File: src/rtl/uart_hamming_receiver.sv
// 8N1 UART receiver that extracts a Hamming(7,4) code word from each byte,
// corrects any single-bit error and presents the 4-bit payload with a valid pulse.
module uart_hamming_receiver #(
    parameter int CLKS_PER_BIT = 16
) (
    input  logic       clk,
    input  logic       rst_n,
    input  logic       rx,
    output logic [3:0] data_out,
    output logic       data_valid,
    output logic       corrected,
    output logic [2:0] syndrome,
    output logic       frame_err,
    output logic       rx_busy
);

    localparam int CW = $clog2(CLKS_PER_BIT);
    localparam logic [CW-1:0] HALF = CW'((CLKS_PER_BIT - 1) / 2);
    localparam logic [CW-1:0] FULL = CW'(CLKS_PER_BIT - 1);

    typedef enum logic [2:0] {
        IDLE,
        START,
        DATA,
        STOP,
        DECODE
    } state_e;

    state_e          state_q, state_d;
    logic            rxMeta_q, rxSync_q;
    logic [CW-1:0]   cnt_q, cnt_d;
    logic [2:0]      bitCnt_q, bitCnt_d;
    logic [7:0]      shift_q, shift_d;
    logic [3:0]      dataOut_q, dataOut_d;
    logic [2:0]      syndrome_q, syndrome_d;
    logic            dataValid_q, dataValid_d;
    logic            corrected_q, corrected_d;
    logic            frameErr_q, frameErr_d;

    logic [6:0]      code;
    logic [2:0]      synd;
    logic [6:0]      flipMask;
    logic [6:0]      fixedCode;

    // Syndrome of the assembled byte; the mask flips Hamming position s (bit s-1).
    always_comb begin
        code = shift_q[6:0];
        synd = {code[3] ^ code[4] ^ code[5] ^ code[6],
                code[1] ^ code[2] ^ code[5] ^ code[6],
                code[0] ^ code[2] ^ code[4] ^ code[6]};
        case (synd)
            3'd1:    flipMask = 7'b0000001;
            3'd2:    flipMask = 7'b0000010;
            3'd3:    flipMask = 7'b0000100;
            3'd4:    flipMask = 7'b0001000;
            3'd5:    flipMask = 7'b0010000;
            3'd6:    flipMask = 7'b0100000;
            3'd7:    flipMask = 7'b1000000;
            default: flipMask = 7'b0000000;
        endcase
        fixedCode = code ^ flipMask;
    end

    always_comb begin
        state_d     = state_q;
        cnt_d       = cnt_q;
        bitCnt_d    = bitCnt_q;
        shift_d     = shift_q;
        dataOut_d   = dataOut_q;
        syndrome_d  = syndrome_q;
        dataValid_d = 1'b0;
        corrected_d = 1'b0;
        frameErr_d  = 1'b0;

        case (state_q)
            IDLE: begin
                if (!rxSync_q) begin
                    state_d  = START;
                    cnt_d    = HALF;
                    bitCnt_d = 3'd0;
                end
            end
            START: begin
                if (cnt_q == '0) begin
                    if (!rxSync_q) begin
                        state_d = DATA;
                        cnt_d   = FULL;
                    end else begin
                        state_d = IDLE;
                    end
                end else begin
                    cnt_d = cnt_q - CW'(1);
                end
            end
            DATA: begin
                if (cnt_q == '0) begin
                    shift_d  = {rxSync_q, shift_q[7:1]};
                    cnt_d    = FULL;
                    bitCnt_d = bitCnt_q + 3'd1;
                    if (bitCnt_q == 3'd7) begin
                        state_d = STOP;
                    end
                end else begin
                    cnt_d = cnt_q - CW'(1);
                end
            end
            STOP: begin
                // Results load on the stop-sample edge so they are visible during DECODE.
                if (cnt_q == '0) begin
                    if (rxSync_q) begin
                        state_d     = DECODE;
                        dataOut_d   = {fixedCode[6], fixedCode[5], fixedCode[4], fixedCode[2]};
                        syndrome_d  = synd;
                        dataValid_d = 1'b1;
                        corrected_d = (synd != 3'd0);
                    end else begin
                        state_d    = IDLE;
                        frameErr_d = 1'b1;
                    end
                end else begin
                    cnt_d = cnt_q - CW'(1);
                end
            end
            DECODE: begin
                state_d = IDLE;
            end
            default: begin
                state_d = IDLE;
            end
        endcase
    end

    always_ff @(posedge clk or negedge rst_n) begin
        if (!rst_n) begin
            rxMeta_q    <= 1'b1;
            rxSync_q    <= 1'b1;
            state_q     <= IDLE;
            cnt_q       <= '0;
            bitCnt_q    <= 3'd0;
            shift_q     <= 8'd0;
            dataOut_q   <= 4'd0;
            syndrome_q  <= 3'd0;
            dataValid_q <= 1'b0;
            corrected_q <= 1'b0;
            frameErr_q  <= 1'b0;
        end else begin
            rxMeta_q    <= rx;
            rxSync_q    <= rxMeta_q;
            state_q     <= state_d;
            cnt_q       <= cnt_d;
            bitCnt_q    <= bitCnt_d;
            shift_q     <= shift_d;
            dataOut_q   <= dataOut_d;
            syndrome_q  <= syndrome_d;
            dataValid_q <= dataValid_d;
            corrected_q <= corrected_d;
            frameErr_q  <= frameErr_d;
        end
    end

    assign data_out   = dataOut_q;
    assign syndrome   = syndrome_q;
    assign data_valid = dataValid_q;
    assign corrected  = corrected_q;
    assign frame_err  = frameErr_q;
    assign rx_busy    = (state_q != IDLE);

endmodule

File: config.mk
export PLATFORM = sky130hd
export DESIGN_NAME = uart_hamming_receiver
export DESIGN_NICKNAME = d
export VERILOG_FILES = /design/src/rtl/uart_hamming_receiver.sv
export SDC_FILE = /design/constraint.sdc
export NUM_CORES = 1
export LEC_CHECK = 0
export ABC_CLOCK_PERIOD_IN_PS = 4010
export BUFFER_PORTS_ARGS = -buffer_cell sky130_fd_sc_hd__buf_2
export CORE_MARGIN = 4
export CORE_UTILIZATION = 27
export CTS_CLUSTER_DIAMETER = 80
export DETAILED_ROUTE_END_ITERATION = 10
export GPL_ROUTABILITY_DRIVEN = 0
export SLEW_MARGIN = 20
export SYNTH_ARGS = -nofsm -noshare
export SYNTH_HDL_FRONTEND = slang
export SYNTH_SLANG_ARGS = --single-unit
File: constraint.sdc
create_clock -name clk -period 4.01 [get_ports clk]
set_input_delay 0.802 -clock clk [delete_from_list [all_inputs] [get_ports clk]]
set_output_delay 0.802 -clock clk [all_outputs]
set_load 0.02 [all_outputs]
# Word-level counts from Yosys, hierarchy flattened
# Cells that the tools add are included.
# Widths: inputs -> output; s select.
[word_totals]
register_bits = 30
latch_bits = 0
mem_bits_rw = 0
rom_bits = 0
output_inout_bits = 11
wordCells = 79
mem_count = 0
[classes]
n_addsub = 2
multipliers = 0
div = 0
order_cmp = 0
eq_ne = 18
shift = 0
mux = 27
bitwise = 10
n_reduce_logical = 11
[ops]
columns = ["op", "count"]
rows = [
  ["$pmux 7 s7", 1],
  ["$mux 3", 8],
  ["$mux 4", 5],
  ["$pmux 4 s4", 1],
  ["$eq 3x3->1 const B", 5],
  ["$eq 3x2->1 const B", 4],
  ["$ne 2x2->1 const B", 6],
  ["$pmux 3 s4", 1],
  ["$mux 1", 9],
  ["$xor 1x1->1", 9],
  ["$xor 7x7->7", 1],
  ["$eq 3x1->1 const B", 2],
  ["$pmux 3 s2", 1],
  ["$reduce_and 3->1", 2],
  ["$reduce_bool 3->1", 2],
  ["$reduce_and 5->1", 1],
  ["$logic_not 4->1", 1],
  ["$reduce_and 4->1", 1],
  ["$reduce_bool 4->1", 1],
  ["$sub 4x1->4 const B", 1],
  ["$add 3x1->3 const B", 1],
  ["$logic_not 3->1", 1],
  ["$ne 3x3->1 const B", 1],
  ["$mux 2", 1],
  ["2 further kinds", 2],
]

# Depth between registers and ports, before layout
[logic_depth]
depth_word = 7
depth_mapped = 8
mapped_depth_nobuf = 7

# Worst setup path before layout
# Ideal clock, no wire load.
[synth_path]
path_type = "register to register"
from = "register cnt_q[0]"
to = "register dataOut_q[0], in the netlist data_out[0]"
setup_time_ps = 123
arrival_ps = 1708
path_slack_ps = 2179
path_stages_with_launch = 9
path_buffers = 1
synth_period_minus_slack_ps = 1831
cell_sequence = "dfrtp_1 -> inv_1 -> ha_1 -> nor3b_2 -> and4_1 -> nand2_1 -> clkbuf_1 -> nand2_1 -> o21ai_2"
[synth_via]
elab_chain_len = 2
[synth_rtl]
columns = ["element", "line_no", "rtl"]
rows = [
  ["start, declared", "31", "logic [CW-1:0] cnt_q, cnt_d;"],
  ["start signal, assigned", "150", "cnt_q <= cnt_d;"],
  ["$logic_not 4->1", "109", "if (cnt_q == '0) begin"],
  ["$reduce_and 3->1 (no source line)", "--", ""],
  ["end signal, assigned", "153", "dataOut_q <= dataOut_d;"],
  ["end, declared", "34", "logic [3:0] dataOut_q, dataOut_d;"],
]
# Every way passes these cells.
# A chain may end at the register's enable or synchronous reset.

# Worst setup path after layout
[layout_path]
from = "register cnt_q[0]"
to = "register syndrome_q[2], in the netlist syndrome[2]"
[layout_via]
elab_chain_len = 2
[layout_rtl]
columns = ["element", "line_no", "rtl"]
rows = [
  ["$logic_not 4->1", "109", ""],
  ["$reduce_and 3->1 (no source line)", "--", ""],
  ["end signal, assigned", "154", "syndrome_q <= syndrome_d;"],
  ["end, declared", "35", "logic [2:0] syndrome_q, syndrome_d;"],
]
# Every way passes these cells.

==> impl_metrics.py <==
metrics = {
    "status": {
        "outcome": "finished, final reports clean",
    },
    "global_routing": {
        "use_met1_pct": 10.2,
        "met3_usage_pct": 3.90,
        "grt-ovfl-total": 0,
        "grt_pass1_vias": 930,
        "grt_pass1_wl_um": 4220,
        "antenna_found_initial": 0,
        "grt_max_degree": 31,
        "grt_usage_pct": 8.37,
        "gr-usage-met2_pct": 12.4,
        "grt-busiest-layer": "met2",
    },
    "timing": {
        "maxSlewViolCount": 0,
        "finalHoldViolations": 0,
        "slew_headroom_pct": 56.4,
        "fin_setup_tns_ns": 0,
        "finalSetupViolations": 0,
        "hold-worst-slack_ns": 0.356,
        "worst_slew_pin_slew_ns": 0.653,
        "skew_ns": 0.00867,
        "fin_crit_sh_pct": 55.8,
        "fmax_mhz": 447,
        "post-route-min-period_ns": 2.24,
        "rsz0062_at_grt": "false",
    },
    "worst_setup_path": {
        "crit_end": "syndrome[2]$_DFFE_PN0P_",
        "crit_path_end_kind": "flop",
        "ff2ff_setup_slack_ns": 1.77,
        "cp-start-kind": "flop",
        "reg2reg_depth": 6,
        "r2r_start": "cnt_q[0]$_DFFE_PN0P_",
        "critPathArrivalTime_ns": 2.41,
        "crit_fanout": 16,
        "reg2reg_to": "syndrome[2]$_DFFE_PN0P_",
        "startpoint": "cnt_q[0]$_DFFE_PN0P_",
        "path_class": "flop to flop",
        "critical_path_required_ns": 4.18,
    },
    "cells_and_area": {
        "final_area_um2": 1730,
        "n_antenna_cell": 0,
        "area_growth_pct": 16.2,
        "drive_above_1_share_pct": 24.2,
        "nNetsFinal": 162,
    },
    "drt": {
        "drt_pass1_iterations": 4,
        "wirelength_um": 2540,
        "vias": 1041,
        "wl_per_cell_um": 11.2,
        "drtIter0Drc": 78,
        "viasPerCell": 4.59,
        "ant_nets": 0,
        "drc": 0,
    },
    "synthesis": {
        "syn_avg_cell_area_um2": 10.6,
        "yosysWarningCount": 0,
        "syn-instance-count": 141,
        "yosys_most_used_dff": "dfrtp_1",
        "synth_cell_types": 34,
        "synth_top_family_by_area": "simple AND/OR/NAND/NOR gates",
        "syn_nets": 147,
        "netlist_area_um2": 1490,
        "synth_seq_area_share_pct": 50.5,
        "ys_ff_latch": 30,
        "yosysTopAreaCell": "dfrtp_1",
        "synthMuxAreaShare_pct": 6.80,
        "synth_xor_area_share_pct": 9.56,
        "synthAdderAreaFrac_pct": 2.52,
        "synth.most_common_cell": "dfrtp_1",
        "synth_compound_area_share_pct": 12.7,
        "yosys.area_share.simple_pct": 14.8,
        "async_reset_ff_share_pct": 100,
        "yosysTopAreaCellShare_pct": 47.0,
        "synthTopCellsByCount": "28 x dfrtp_1, 16 x nand2_1, 9 x o21ai_1",
        "synth_edf_count": 0,
        "netlist_top_cells_area": "dfrtp_1 47%, mux2_2 6.0%, nand2_1 4.0%, dfstp_2 3.5%, o21ai_1 3.0%",
    },
    "place": {
        "post_dp_cell_area_um2": 1620,
        "dpl.hpwl_um": 1720,
        "io_buffers": 13,
    },
    "pwr": {
        "p_per_area_nw_per_um2": 558,
        "total_power_uw": 967,
        "ir_drop_mv": 0.130,
        "p_leak_uw": 0.000830,
    },
    "worst_hold_path": {
        "hold_class": "flop to flop",
    },
    "floorplanning": {
        "dieArea_um2": 6780,
        "die_w_um": 82.3,
        "core-area_um2": 5240,
        "start_util_pct": 28.5,
        "rows": 26,
        "io-pin-count": 14,
        "die_height_um": 82.3,
    },
    "cts": {
        "cts.sinks": 30,
        "cts_root_buffer": "clkbuf_8",
        "cts_tree": "done",
        "clock_latency_ns": 0.29,
        "hold_buffers": 0,
        "clock_path_buffers": 2,
        "ctsHtreeMaxLevel": 2,
        "numCtsBuffers": 5,
        "cts.reportedPaths.clkPinSlew_ns": 0.07,
        "cts_resized": 0,
        "cts_setup_buffers": 0,
    },
    "flow_run": {
        "cap_viol_max_count": 0,
    },
}
==> worst max-delay path, stage by stage, from the launching register on <==
cell and delay (ns):
dfrtp_1 0.40, inv_1 0.07, ha_1 0.18, nor3b_2 0.47, and4_1 0.28, nand2_1 0.30
mux2_1 0.42
==> metrics by stage <==
stage / util (%) / worst slack (ns) / cells
CTS: 33.1 / 1.79 / 227
detailed placement: 31.0 / 1.85 / 219
floorplan: - / 2.18 / 141
global placement: 31.0 / 1.89 / 219
global route: 33.1 / 1.59 / 227
finish: 33.1 / 1.77 / 227
==> layout by cell type (no fill, tap or decap), drive strengths merged, types with 3 or more instances in the layout <==
cell	instances
dfrtp	28
o21ai	17
nand2	16
buf	13
mux2	9
clkbuf	8
inv	7
nand3	7
xnor2	7
nor2	5
xor2	5
a21oi	4
a31oi	3
o21a	3
nor3	3
ha	3
or3	3
==> state kept, by name (all words and copies together), names as in the netlist <==
name        cells
shift_q         8
cnt_q           4
data_out        4
bitCnt_q        3
state_q         3
syndrome        3
corrected       1
data_valid      1
frame_err       1
rxMeta_q        1
rxSync_q        1
==> how the worst min path moves through the flow <==
stage	start	endpoint	slack, ns	depth (start not counted)
CTS	rxMeta_q$_DFF_PN1_	rxSync_q$_DFF_PN1_	0.36	0
floorplan	rxMeta_q$_DFF_PN1_	rxSync_q$_DFF_PN1_	0.35	0
global route	rxMeta_q$_DFF_PN1_	rxSync_q$_DFF_PN1_	0.36	0
global placement	rxMeta_q$_DFF_PN1_	rxSync_q$_DFF_PN1_	0.35	0
finish	rxMeta_q$_DFF_PN1_	rxSync_q$_DFF_PN1_	0.36	0
detailed placement	rxMeta_q$_DFF_PN1_	rxSync_q$_DFF_PN1_	0.35	0
==> cell families after synthesis <==
family	Yosys count
simple gates	43
compound gates	31
flops	30
xor+xnor	13
buf+inv	12
mux	9
fa+ha+maj	3
==> routing by layer <==
metal  wire [um]  up-vias
li1            -      521
met1        1220      494
met2        1120       21
met3         154        5
met4          44        0
met5           0        -
==> power breakdown <==
group	internal, uW	switching [uW]	total [uW]
sequential	353	70.3	423
combinational	122	136	258
clock	173	113	286
total	648	320	967
==> final cells by class <==
cell class,instances,area (um2)
Clock buffer,8,110
Fill cell,527,3500
Inverter,7,26.3
Multi-Input combinational cell,99,691
Sequential cell,30,753
Tap cell,70,87.6
Timing Repair Buffer,13,65.1
No activity file was read; power rests on OpenSTA's default activity.
